File: src/rtl/chip8_fetch.sv
`timescale 1ns/1ps
// CHIP-8 fetch stage: reads a byte-wide sync ROM, assembles big-endian opcodes into a FIFO.
// Optional starvation counter is built only when CHIP8_FETCH_STALL_CNT_EN is defined.
module chip8_fetch #(
  parameter int                ADDR_W   = 12,
  parameter int                DEPTH    = 2,
  parameter logic [ADDR_W-1:0] RESET_PC = '0
) (
  input  logic              clk,
  input  logic              rst,
  output logic [ADDR_W-1:0] mem_addr,
  output logic              mem_rd_en,
  input  logic [7:0]        mem_rdata,
  output logic              instr_valid,
  output logic [15:0]       instr,
  output logic [ADDR_W-1:0] instr_pc,
  input  logic              instr_ready,
  input  logic              redirect_valid,
  input  logic [ADDR_W-1:0] redirect_pc,
  output logic [15:0]       stall_cnt
);

  localparam int PW = $clog2(DEPTH);
  localparam int CW = PW + 1;
  localparam int OW = CW + 1;

  typedef struct packed {
    logic [ADDR_W-1:0] pc;
    logic [15:0]       op;
  } entry_t;

  typedef enum logic {S_HI, S_LO} state_t;

  state_t            state_q, state_d;
  logic [ADDR_W-1:0] fetch_pc, pend_pc;
  logic [7:0]        hi_byte;
  logic              lo_pending;

  entry_t            fifo_q [DEPTH];
  logic [PW-1:0]     rd_ptr, wr_ptr;
  logic [CW-1:0]     count;

  logic              pop, push, issue;
  logic [OW-1:0]     occ;

  // The lo byte landing this cycle is already committed to a slot, so it counts as occupancy.
  always_comb begin
    instr_valid = (count != '0);
    pop         = instr_valid & instr_ready;
    push        = (state_q == S_HI) & lo_pending;
    occ         = {1'b0, count} + OW'(lo_pending) - OW'(pop);
    issue       = (state_q == S_HI) && (occ < OW'(DEPTH));
  end

  always_ff @(posedge clk) begin
    if (rst || redirect_valid) state_q <= S_HI;
    else                       state_q <= state_d;
  end

  always_comb begin
    state_d = state_q;
    case (state_q)
      S_HI: if (issue) state_d = S_LO;
      S_LO: state_d = S_HI;
    endcase
  end

  // fetch_pc has already advanced past the pending opcode when the S_HI read goes out.
  always_comb begin
    mem_rd_en = 1'b0;
    mem_addr  = (state_q == S_LO) ? fetch_pc + ADDR_W'(1) : fetch_pc;
    if (!rst) mem_rd_en = (state_q == S_LO) | issue;
  end

  always_ff @(posedge clk) begin
    if (rst) begin
      fetch_pc   <= RESET_PC;
      pend_pc    <= '0;
      hi_byte    <= '0;
      lo_pending <= 1'b0;
      rd_ptr     <= '0;
      wr_ptr     <= '0;
      count      <= '0;
      for (int i = 0; i < DEPTH; i++) fifo_q[i] <= '0;
    end else if (redirect_valid) begin
      fetch_pc   <= redirect_pc;
      lo_pending <= 1'b0;
      rd_ptr     <= '0;
      wr_ptr     <= '0;
      count      <= '0;
    end else begin
      if (state_q == S_LO) begin
        hi_byte    <= mem_rdata;
        pend_pc    <= fetch_pc;
        fetch_pc   <= fetch_pc + ADDR_W'(2);
        lo_pending <= 1'b1;
      end else if (push) begin
        lo_pending <= 1'b0;
      end
      if (push) begin
        fifo_q[wr_ptr] <= '{pc: pend_pc, op: {hi_byte, mem_rdata}};
        wr_ptr         <= wr_ptr + 1'b1;
      end
      if (pop) rd_ptr <= rd_ptr + 1'b1;
      count <= count + CW'(push) - CW'(pop);
    end
  end

  assign instr    = fifo_q[rd_ptr].op;
  assign instr_pc = fifo_q[rd_ptr].pc;

`ifdef CHIP8_FETCH_STALL_CNT_EN
  logic [15:0] stall_q;

  always_ff @(posedge clk) begin
    if (rst)                                                   stall_q <= '0;
    else if (instr_ready && !instr_valid && stall_q != 16'hFFFF) stall_q <= stall_q + 16'd1;
  end

  assign stall_cnt = stall_q;
`else
  assign stall_cnt = 16'h0000;
`endif

endmodule
File: config.mk
export PLATFORM = sky130hd
export DESIGN_NAME = chip8_fetch
export DESIGN_NICKNAME = d
export VERILOG_FILES = /design/src/rtl/chip8_fetch.sv
export SDC_FILE = /design/constraint.sdc
export NUM_CORES = 1
export LEC_CHECK = 0
export CORE_MARGIN = 4
export CORE_UTILIZATION = 52
export CTS_CLUSTER_DIAMETER = 200
export CTS_CLUSTER_SIZE = 10
export DETAILED_ROUTE_END_ITERATION = 10
export GPL_TIMING_DRIVEN = 0
export PLACE_DENSITY = 0.79
export SKIP_LAST_GASP = 1
export SYNTH_ARGS = -nofsm -noshare
export SYNTH_HDL_FRONTEND = slang
export SYNTH_SLANG_ARGS = --single-unit
export TNS_END_PERCENT = 1
File: constraint.sdc
create_clock -name clk -period 2.35 [get_ports clk]
set_clock_uncertainty 0.15 [all_clocks]
set_input_delay 0.47 -clock clk [delete_from_list [all_inputs] [get_ports clk]]
set_output_delay 0.47 -clock clk [all_outputs]
set_load 0.02 [all_outputs]
; ---- Word level (Yosys, flattened, before mapping)
; Memory sizes are Yosys's and may differ from the RTL's. A register that Yosys moved wholly into a read port is not among the register bits.
; Cells that the tools add are included.
[word_totals]
ff_bits = 38
ram_bits = 56
inputBits = 24
output_inout_bits = 58
elab_cells = 50
memories = 1
[classes]
n_addsub = 8
order_cmp = 1
muxes = 19
bitwise_logic = 5
n_reduce_logical = 8
[mem_list]
columns = memory, words, width, read_ports, rd_ports_with_merged_regs, wr, line_no
row1 = fifo_q, 2, 28, 1, 1, 2, 39  ; entry_t fifo_q [DEPTH];
[ops]
columns = op, count
row1 = $mux 12, 3
row2 = $mux 28, 1
row3 = $reduce_or 28->1, 1
row4 = $mux 1, 14
row5 = $add 12x1->12 const B, 1
row6 = $add 12x2->12 const B, 1
row7 = $reduce_bool 2->1, 3
row8 = $add 2x1->3, 1
row9 = $lt 3x2->1 const B, 1
row10 = $sub 3x1->3, 1
row11 = $add 1x1->1 const B, 2
row12 = $add 2x1->2, 1
row13 = $and 1x1->1, 2
row14 = $not 1->1, 2
row15 = $pmux 1 s2, 1
row16 = $reduce_and 2->1, 1
row17 = $reduce_or 2->1, 1
row18 = $sub 2x1->2, 1
row19 = $logic_and 1x1->1, 1
row20 = $logic_or 1x1->1, 1
row21 = $or 1x1->1, 1

; ---- Depth between registers and ports, before layout
; Gate-level depths: netlist (run 1).
[logic_depth]
ltp_word = 8
ltp_mapped = 7
depth_no_buf = 7

; ---- Worst setup path after synthesis (run 1)
; Ideal clock, no wire load.
[synth_timing]
kind = input-to-output
start = input port instr_ready
end = output port mem_rd_en
arrival_time_ns = 1.748
required_ns = 1.730
path_slack_ns = -0.018
path_stages = 7
path_buffers = 0
cell_sequence = nand2_1 -> nor2_1 -> o21ai_0 -> fa_1 -> xnor2_1 -> nand2_1 -> a21oi_1
[synth_via]
elab_chain_cells = 6
[synth_lines]
columns = element, line_no
row1 = start: declaration, 17  ; input logic instr_ready,
row2 = $and 1x1->1, 49  ; pop = instr_valid & instr_ready;
row3 = $sub 3x1->3, 51  ; occ = {1'b0, count} + OW'(lo_pending) - OW'(pop);
row4 = $lt 3x2->1, 52  ; issue = (state_q == S_HI) && (occ < OW'(DEPTH));
row5 = $logic_and 1x1->1, 52
row6 = $or 1x1->1, 72  ; if (!rst) mem_rd_en = (state_q == S_LO) | issue;
row7 = $mux 1, 72
row8 = end: declaration, 12  ; output logic mem_rd_en,
; No other way between the ends.

; ---- Final worst setup path (run 1)
[layout_timing]
start = register count[1]
end = output port mem_rd_en
[layout_via]
elab_chain_cells = 7
[layout_lines]
columns = element, line_no
row1 = start: declaration, 41  ; logic [CW-1:0] count;
row2 = start signal: assignment, 105  ; count <= count + CW'(push) - CW'(pop);
row3 = branches (longest 2 deep; another with $add 2x1->3), n/a
row4 = $sub 3x1->3 *, 51
row5 = $lt 3x2->1 *, 52
row6 = $logic_and 1x1->1 *, 52
row7 = $or 1x1->1 *, 72
row8 = $mux 1 *, 72
; Every way passes the cells marked *.

==> results of run 1 <==
[registers in the layout (all words and copies together) (netlist names), named ones only]
signal,cells
fifo_q,56
fetch_pc,12
wr_ptr,1
count,2
lo_pending,1
pend_pc,12
state_q,1
rd_ptr,1
hi_byte,8
[layer usage]
metal | vias up | GRT usage, %
met5 | - | 0
met4 | 0 | 6.32
met3 | 11 | 3.94
met2 | 81 | 31.7
met1 | 1431 | 25.4
li1 | 1524 | -
[cells in the final DEF (no fill, tap or decap), types with 7 or more instances in the layout]
| cell type | n |
|---|---|
| clkbuf_1 | 9 |
| conb_1 | 16 |
| xnor2_1 | 12 |
| nand2_1 | 56 |
| a21oi_1 | 26 |
| clkbuf_8 | 10 |
| buf_4 | 26 |
| and2_1 | 56 |
| xor2_1 | 8 |
| nor3_1 | 7 |
| dfxtp_1 | 34 |
| dlygate4sd2_1 | 25 |
| nor2_1 | 19 |
| edfxtp_1 | 56 |
| clkdlybuf4s50_1 | 31 |
| mux2_2 | 29 |
[cells by family after synthesis]
kind of cell               Yosys count  synth area share (%)
buffers and inverters               45                  6.67
other                                1                0.0840
DFF                                 95                  55.2
adders and majority gates            4                  1.29
xor gates and xnor gates            22                  4.32
and+or+nand+nor                    165                  19.1
AOI/OAI and AO/OA                   40                  4.96
muxes                               34                  8.44
[final cells by class]
class / instances / share of cell area [%]
sequential: 95 / 44.5
multi-input combinational: 281 / 32.3
timing repair buffer: 68 / 11.3
buffer: 41 / 5.25
tap: 105 / 2.36
clock buffer: 9 / 2.22
clock inverter: 7 / 1.84
inverter: 4 / 0.269
[stage by stage]
stage,hold slack (ns),setup slack (ns),instance area (sq um),setup TNS (ns),total power [uW]
after floorplan,0.288,0.0866,4520,0,2100
after global placement,0.298,-1.02,5310,-29.78,2250
after detailed placement,0.306,-1.09,5310,-31.05,2250
after CTS,0.319,-0.202,5560,-9.51,3420
after global routing,0.351,-0.252,5580,-8.76,3540
final,0.316,-0.164,5580,-1.69,3410
[how the worst max path moves through the flow]
stage                     end  depth (start not counted)  slack [ns]
global route        mem_rd_en                          7       -0.25
finish              mem_rd_en                          7       -0.16
global placement    mem_rd_en                          9       -1.02
floorplan           mem_rd_en                          7        0.09
detailed placement  mem_rd_en                          9       -1.09
CTS                 mem_rd_en                          8       -0.20
[worst max-delay path, stage by stage (launching register included)]
cell and delay [ns]:
dfxtp_4 0.35, nand2_1 0.05, nor2_2 0.12, o21ai_1 0.10, fa_2 0.53, nand2_1 0.08, a21oi_2 0.15, buf_4 0.16
[power breakdown]
| part | internal (uW) | switching (uW) | total [uW] |
|---|---|---|---|
| Combinational | 161 | 194 | 356 |
| Clock | 611 | 600 | 1210 |
| Sequential | 1810 | 34.7 | 1840 |
[what timing repair did]
item	CTS	global route
hold buffers	0	0
pin swaps	4	2
setup buffers	3	0
resized for setup	66	14
endpoints found under the setup margin	97	98
==> out/qor.yml, run 1 <==
cts_buffers: 9
multiInputGateArea_sq_mm: 0.00180
ys_seq_area_share_pct: 55.2
yosys_warnings: 0
vias: 3047
ios: 82
drt-initial-drc-count: 121
ys_async_sr_fraction_pct: 0
period_needed_ns: 2.51
slew_headroom_pct: 65.0
die_w_um: 101
drc_errors: 0
clkTransAtPathRegs_ns: 0.09
start_util_pct: 53.8
dp_cells: 591
viasPerCell: 5.00
antenna_left: 0
crit_type: "flop to output port"
fillers: 642
dr_wl_met2_mm: 4.36
seq_area_sq_mm: 0.00248
min_path_type: "flop to flop"
r2r_end: "fifo_q[1][24]"
r2r_slack_ns: 0.40
fp.dieArea_sq_mm: 0.0101
crit_required_ns: 1.73
track_usage_pct: 19.2
startpoint: "count[1]"
place_congestion: 0.803
cp-start-kind: "flop"
synthFlopType: "edfxtp_1"
timing.final.ws_setup_ns: -0.164
min_path_cells: 2
wl_met1_mm: 4.05
drv_cap: 0
clk-insertion-delay-late_ns: 0.36
coreArea_sq_mm: 0.00830
wl_per_cell_um: 14.8
hold_violations: 0
netlist_top_cells_count: "56 x and2_1, 56 x edfxtp_1, 56 x nand2_1"
power_density_mw_per_mm2: 612
io_buffers: 65
fmax_mhz: 398
dr.pass1.iters: 4
grt_overflow: 0
fin_crit_sh_pct: 107
synth_cells: 406
layout.cells.non_filler: 610
synth_cell_type_count: 40
worstSetupEndpointType: "output port"
antenna_cells: 0
vdd_drop_max_v: 0.000344
grt_start_max_net_pins: 29
top_layer_used: "met4"
layout-drive-gt1-share_pct: 21.6
min_from: "pend_pc[2]"
synth-seq-cells: 95
slew_violations: 0
synth.top_cell.area_share_pct: 37.7
clock-sinks: 95
htree_levels: 3
r2r-start: "state_q"
violations: "negative setup slack"
syn_avg_cell_area_sq_um: 11.0
num-nets-final: 528
final_core_util_pct: 67.2
power_leakage_uw: 0.00225
arrival_ns: 1.89
synth_area_leaders: "edfxtp_1 38%, dfxtp_1 17%, and2_1 7.8%, mux2_2 7.3%, nand2_1 4.7%"
status: "finished with violations"
fp.dieH_um: 101
cts_buffer_depth: 2
rsz0062_at_grt: "true"
dr_wl_met3_um: 479
syn_area_sq_mm: 0.00446
tightest_slew_ns: 0.525
finalSetupViolCount: 35
yosys.area.top_type: "edfxtp_1"
cts-root-buf: "clkbuf_8"
hpwlAfterDp_mm: 6.18
r2r_cells: 4
grt_pass1_wl_mm: 15.1
std_cell_rows: 33
drt_wl_total_mm: 9.01
min_to: "pend_pc[2]"
antenna_found_initial: 0
synth_edf_count: 56
crit_path_max_fanout: 2
synthToLayoutAreaGrowth_pct: 24.9
grt_pass1_vias: 3054
tritoncts: "yes"
No activity file was read; power rests on OpenSTA's default activity.
==> inputs of run 2 (changes only) <==
--- a/config.mk
+++ b/config.mk
@@ -8,7 +8,6 @@
 export CORE_MARGIN = 4
 export CORE_UTILIZATION = 52
 export CTS_CLUSTER_DIAMETER = 200
-export CTS_CLUSTER_SIZE = 10
 export DETAILED_ROUTE_END_ITERATION = 10
 export GPL_TIMING_DRIVEN = 0
 export PLACE_DENSITY = 0.79
==> constraint.sdc (replaced) <==
create_clock -name clk -period 2.51 [get_ports clk]
set_clock_uncertainty 0.15 [all_clocks]
set_input_delay 0.502 -clock clk [delete_from_list [all_inputs] [get_ports clk]]
set_output_delay 0.502 -clock clk [all_outputs]
set_load 0.02 [all_outputs]
==> run 2 against run 1 <==
Against the previous run:
- core utilization decreased by 1.1 points
- sequential power decreased by 6%
- combinational power decreased by 4%
- via count decreased by 0.20%
- setup slack got worse by 0.0021 ns
- largest cell class unchanged
- register-to-register slack got worse by 0.04 ns
- the run still ends with negative setup slack left
- clock power decreased by 28%
- final area decreased by 1.7%
==> out/qor.yml, run 2 (same netlist as run 1, synthesis figures left out) <==
drv_cap: 0  # unchanged
layout.cells.non_filler: 607  # was 610
final_cell_mix: "56 x nand2_1, 56 x and2_1, 56 x edfxtp_1, 54 x clkdlybuf4s50_1, 35 x dfxtp_1"  # was 56 x nand2_1, 56 x and2_1, 56 x edfxtp_1, 34 x dfxtp_1, 31 x clkdlybuf4s50_1
hpwlAfterDp_mm: 6.33  # was 6.18 mm
p_sw_share_pct: 24.7  # was 24.3%
place_congestion: 0.843  # was 0.803
finalSetupViolCount: 31  # was 35
min_path_type: "flop to flop"  # unchanged
p_seq_share_pct: 58.8  # was 54.1%
io_buffers: 65  # unchanged
layout-drive-gt1-share_pct: 17.9  # was 21.6%
drt-initial-drc-count: 89  # was 121
min_path_cells: 2  # unchanged
fin_setup_tns_ns: -2.84  # was -1.69 ns
fin_crit_sh_pct: 107
arrival_ns: 2.02  # was 1.89 ns
multiInputGateArea_sq_mm: 0.00176  # was 0.00180 sq mm
std_cell_rows: 33  # unchanged
track_usage_pct: 18.2  # was 19.2%
crit_path_max_fanout: 6  # was 2
cp-start-kind: "flop"  # unchanged
startpoint: "fetch_pc[1]"  # was count[1]
power_leakage_uw: 0.00213  # was 0.00225 uW
r2r-start: "state_q"  # unchanged
fp.dieH_um: 101  # unchanged
cts-root-buf: "clkbuf_8"  # unchanged
r2r_cells: 4  # unchanged
clk-insertion-delay-late_ns: 0.35  # was 0.36 ns
violations: "negative setup slack"  # unchanged
fp.dieArea_sq_mm: 0.0101  # unchanged
timing.final.ws_setup_ns: -0.166  # was -0.164 ns
num-nets-final: 525  # was 528
largest_reg_flops: 56  # unchanged
cts_buffer_depth: 2  # unchanged
ios: 82  # unchanged
drt_wl_total_mm: 8.89  # was 9.01 mm
tritoncts: "yes"  # unchanged
vdd_drop_max_v: 0.000277  # was 0.000344 V
dp_cells: 591  # unchanged
synthToLayoutAreaGrowth_pct: 22.8  # was 24.9%
status: "finished with violations"  # unchanged
p_comb_share_pct: 11.6  # was 10.4%
seq_area_sq_mm: 0.00247  # was 0.00248 sq mm
hold_violations: 0  # unchanged
crit_type: "flop to output port"  # unchanged
crit_required_ns: 1.86  # was 1.73 ns
grt_overflow: 0  # unchanged
tightest_slew_ns: 0.723  # was 0.525 ns
die_w_um: 101  # unchanged
power_switching_uw: 725  # was 829 uW
largest-register: "fifo_q"  # unchanged
dr.pass1.iters: 4  # unchanged
final_core_util_pct: 66.1  # was 67.2%
grt_pass1_wl_mm: 14.5  # was 15.1 mm
htree_levels: 3  # unchanged
power_density_mw_per_mm2: 536  # was 612 mW/mm^2
antenna_cells: 0  # unchanged
antenna_left: 0  # unchanged
clock-sinks: 95  # unchanged
coreArea_sq_mm: 0.00830  # unchanged
viasPerCell: 5.01  # was 5.00
grt_start_max_net_pins: 29  # unchanged
vias: 3041  # was 3047
grt_pass1_vias: 3017  # was 3054
wl_per_cell_um: 14.7  # was 14.8 um
slew_violations: 0  # unchanged
rsz0062_at_grt: "true"  # unchanged
start_util_pct: 53.8  # unchanged
slew_headroom_pct: 51.8  # was 65.0%
cts_buffers: 9  # unchanged
antenna_found_initial: 0  # unchanged
min_from: "pend_pc[6]"  # was pend_pc[2]
top_regs: "fifo_q: 56 flops, fetch_pc: 12 flops, pend_pc: 12 flops"  # unchanged
clkPwrFrac_pct: 29.6  # was 35.5%
drc_errors: 0  # unchanged
period_needed_ns: 2.68
worstSetupEndpointType: "output port"  # unchanged
clkTransAtPathRegs_ns: 0.09  # about the same
fmax_mhz: 374
intPower_uw: 2210  # was 2580 uW
fillers: 657  # was 642
==> run 2: cell count changes in the layout (fill, tap and decap cells not counted), sizes merged <==
cell | previous run | this run
clkinv | 2 | 1
clkbuf | 22 | 21
dlygate4sd2 | 25 | 7
inv | 6 | 4
clkdlybuf4s15 | 3 | 2
bufinv | 2 | 0
buf | 36 | 32
clkdlybuf4s50 | 31 | 54
clkinvlp | 1 | 4
==> run 2: routing by layer <==
metal / routed length [um] / vias up / GRT usage [%]
li1: - / 1525 / -
met1: 3920 / 1411 / 24.1
met2: 4360 / 93 / 30.0
met3: 512 / 12 / 3.74
met4: 103 / 0 / 5.49
met5: 0 / - / 0
==> run 2: repair_timing <==
action	CTS	global route
setup buffers	0	0
setup endpoints to repair	33	88
resized for setup	29	1
hold buffers	0	0
==> run 2: cell type report <==
cell class | instances | share of cell area [%]
multi-input combinational | 281 | 32.1
timing repair buffer | 65 | 11.8
inverter | 4 | 0.274
sequential | 95 | 45.0
buffer | 41 | 5.36
clock buffer | 11 | 2.40
clock inverter | 5 | 0.639
tap | 105 | 2.40
==> run 2: worst paths after layout <==
| kind | end | slack (ns) |
|---|---|---|
| max | mem_addr[11] | -0.17 |
| min | pend_pc[6] | 0.32 |
| max reg2reg | fifo_q[1][15] | 0.36 |
| min reg2reg | pend_pc[6] | 0.32 |
==> run 2: critical path: stages, from the launching register on <==
cell,delay [ns]
dfxtp_2,0.43
ha_1,0.24
nand3_1,0.18
nor2_1,0.17
nand3_1,0.11
xnor2_1,0.17
dlygate4sd2_1,0.37
==> run 2: metrics by stage <==
step / area, sq um / worst slack (ns) / hold slack (ns) / total power, uW
after CTS: 5480 / -0.172 / 0.315 / 2960
after global routing: 5480 / -0.312 / 0.351 / 3050
after detailed placement: 5300 / -0.986 / 0.303 / 2110
after floorplan: 4520 / 0.0785 / 0.288 / 1970
after global placement: 5300 / -0.942 / 0.297 / 2100
final: 5480 / -0.166 / 0.317 / 2940
==> run 2: power by group through the flow <==
stage,registers [uW],clock network (uW),logic (uW)
3_3_place_gp,1760,0,344
6_report,1730,869,342
3_5_place_dp,1760,0,347
4_1_cts,1730,884,343
5_1_grt,1730,942,370
2_1_floorplan,1750,0,212
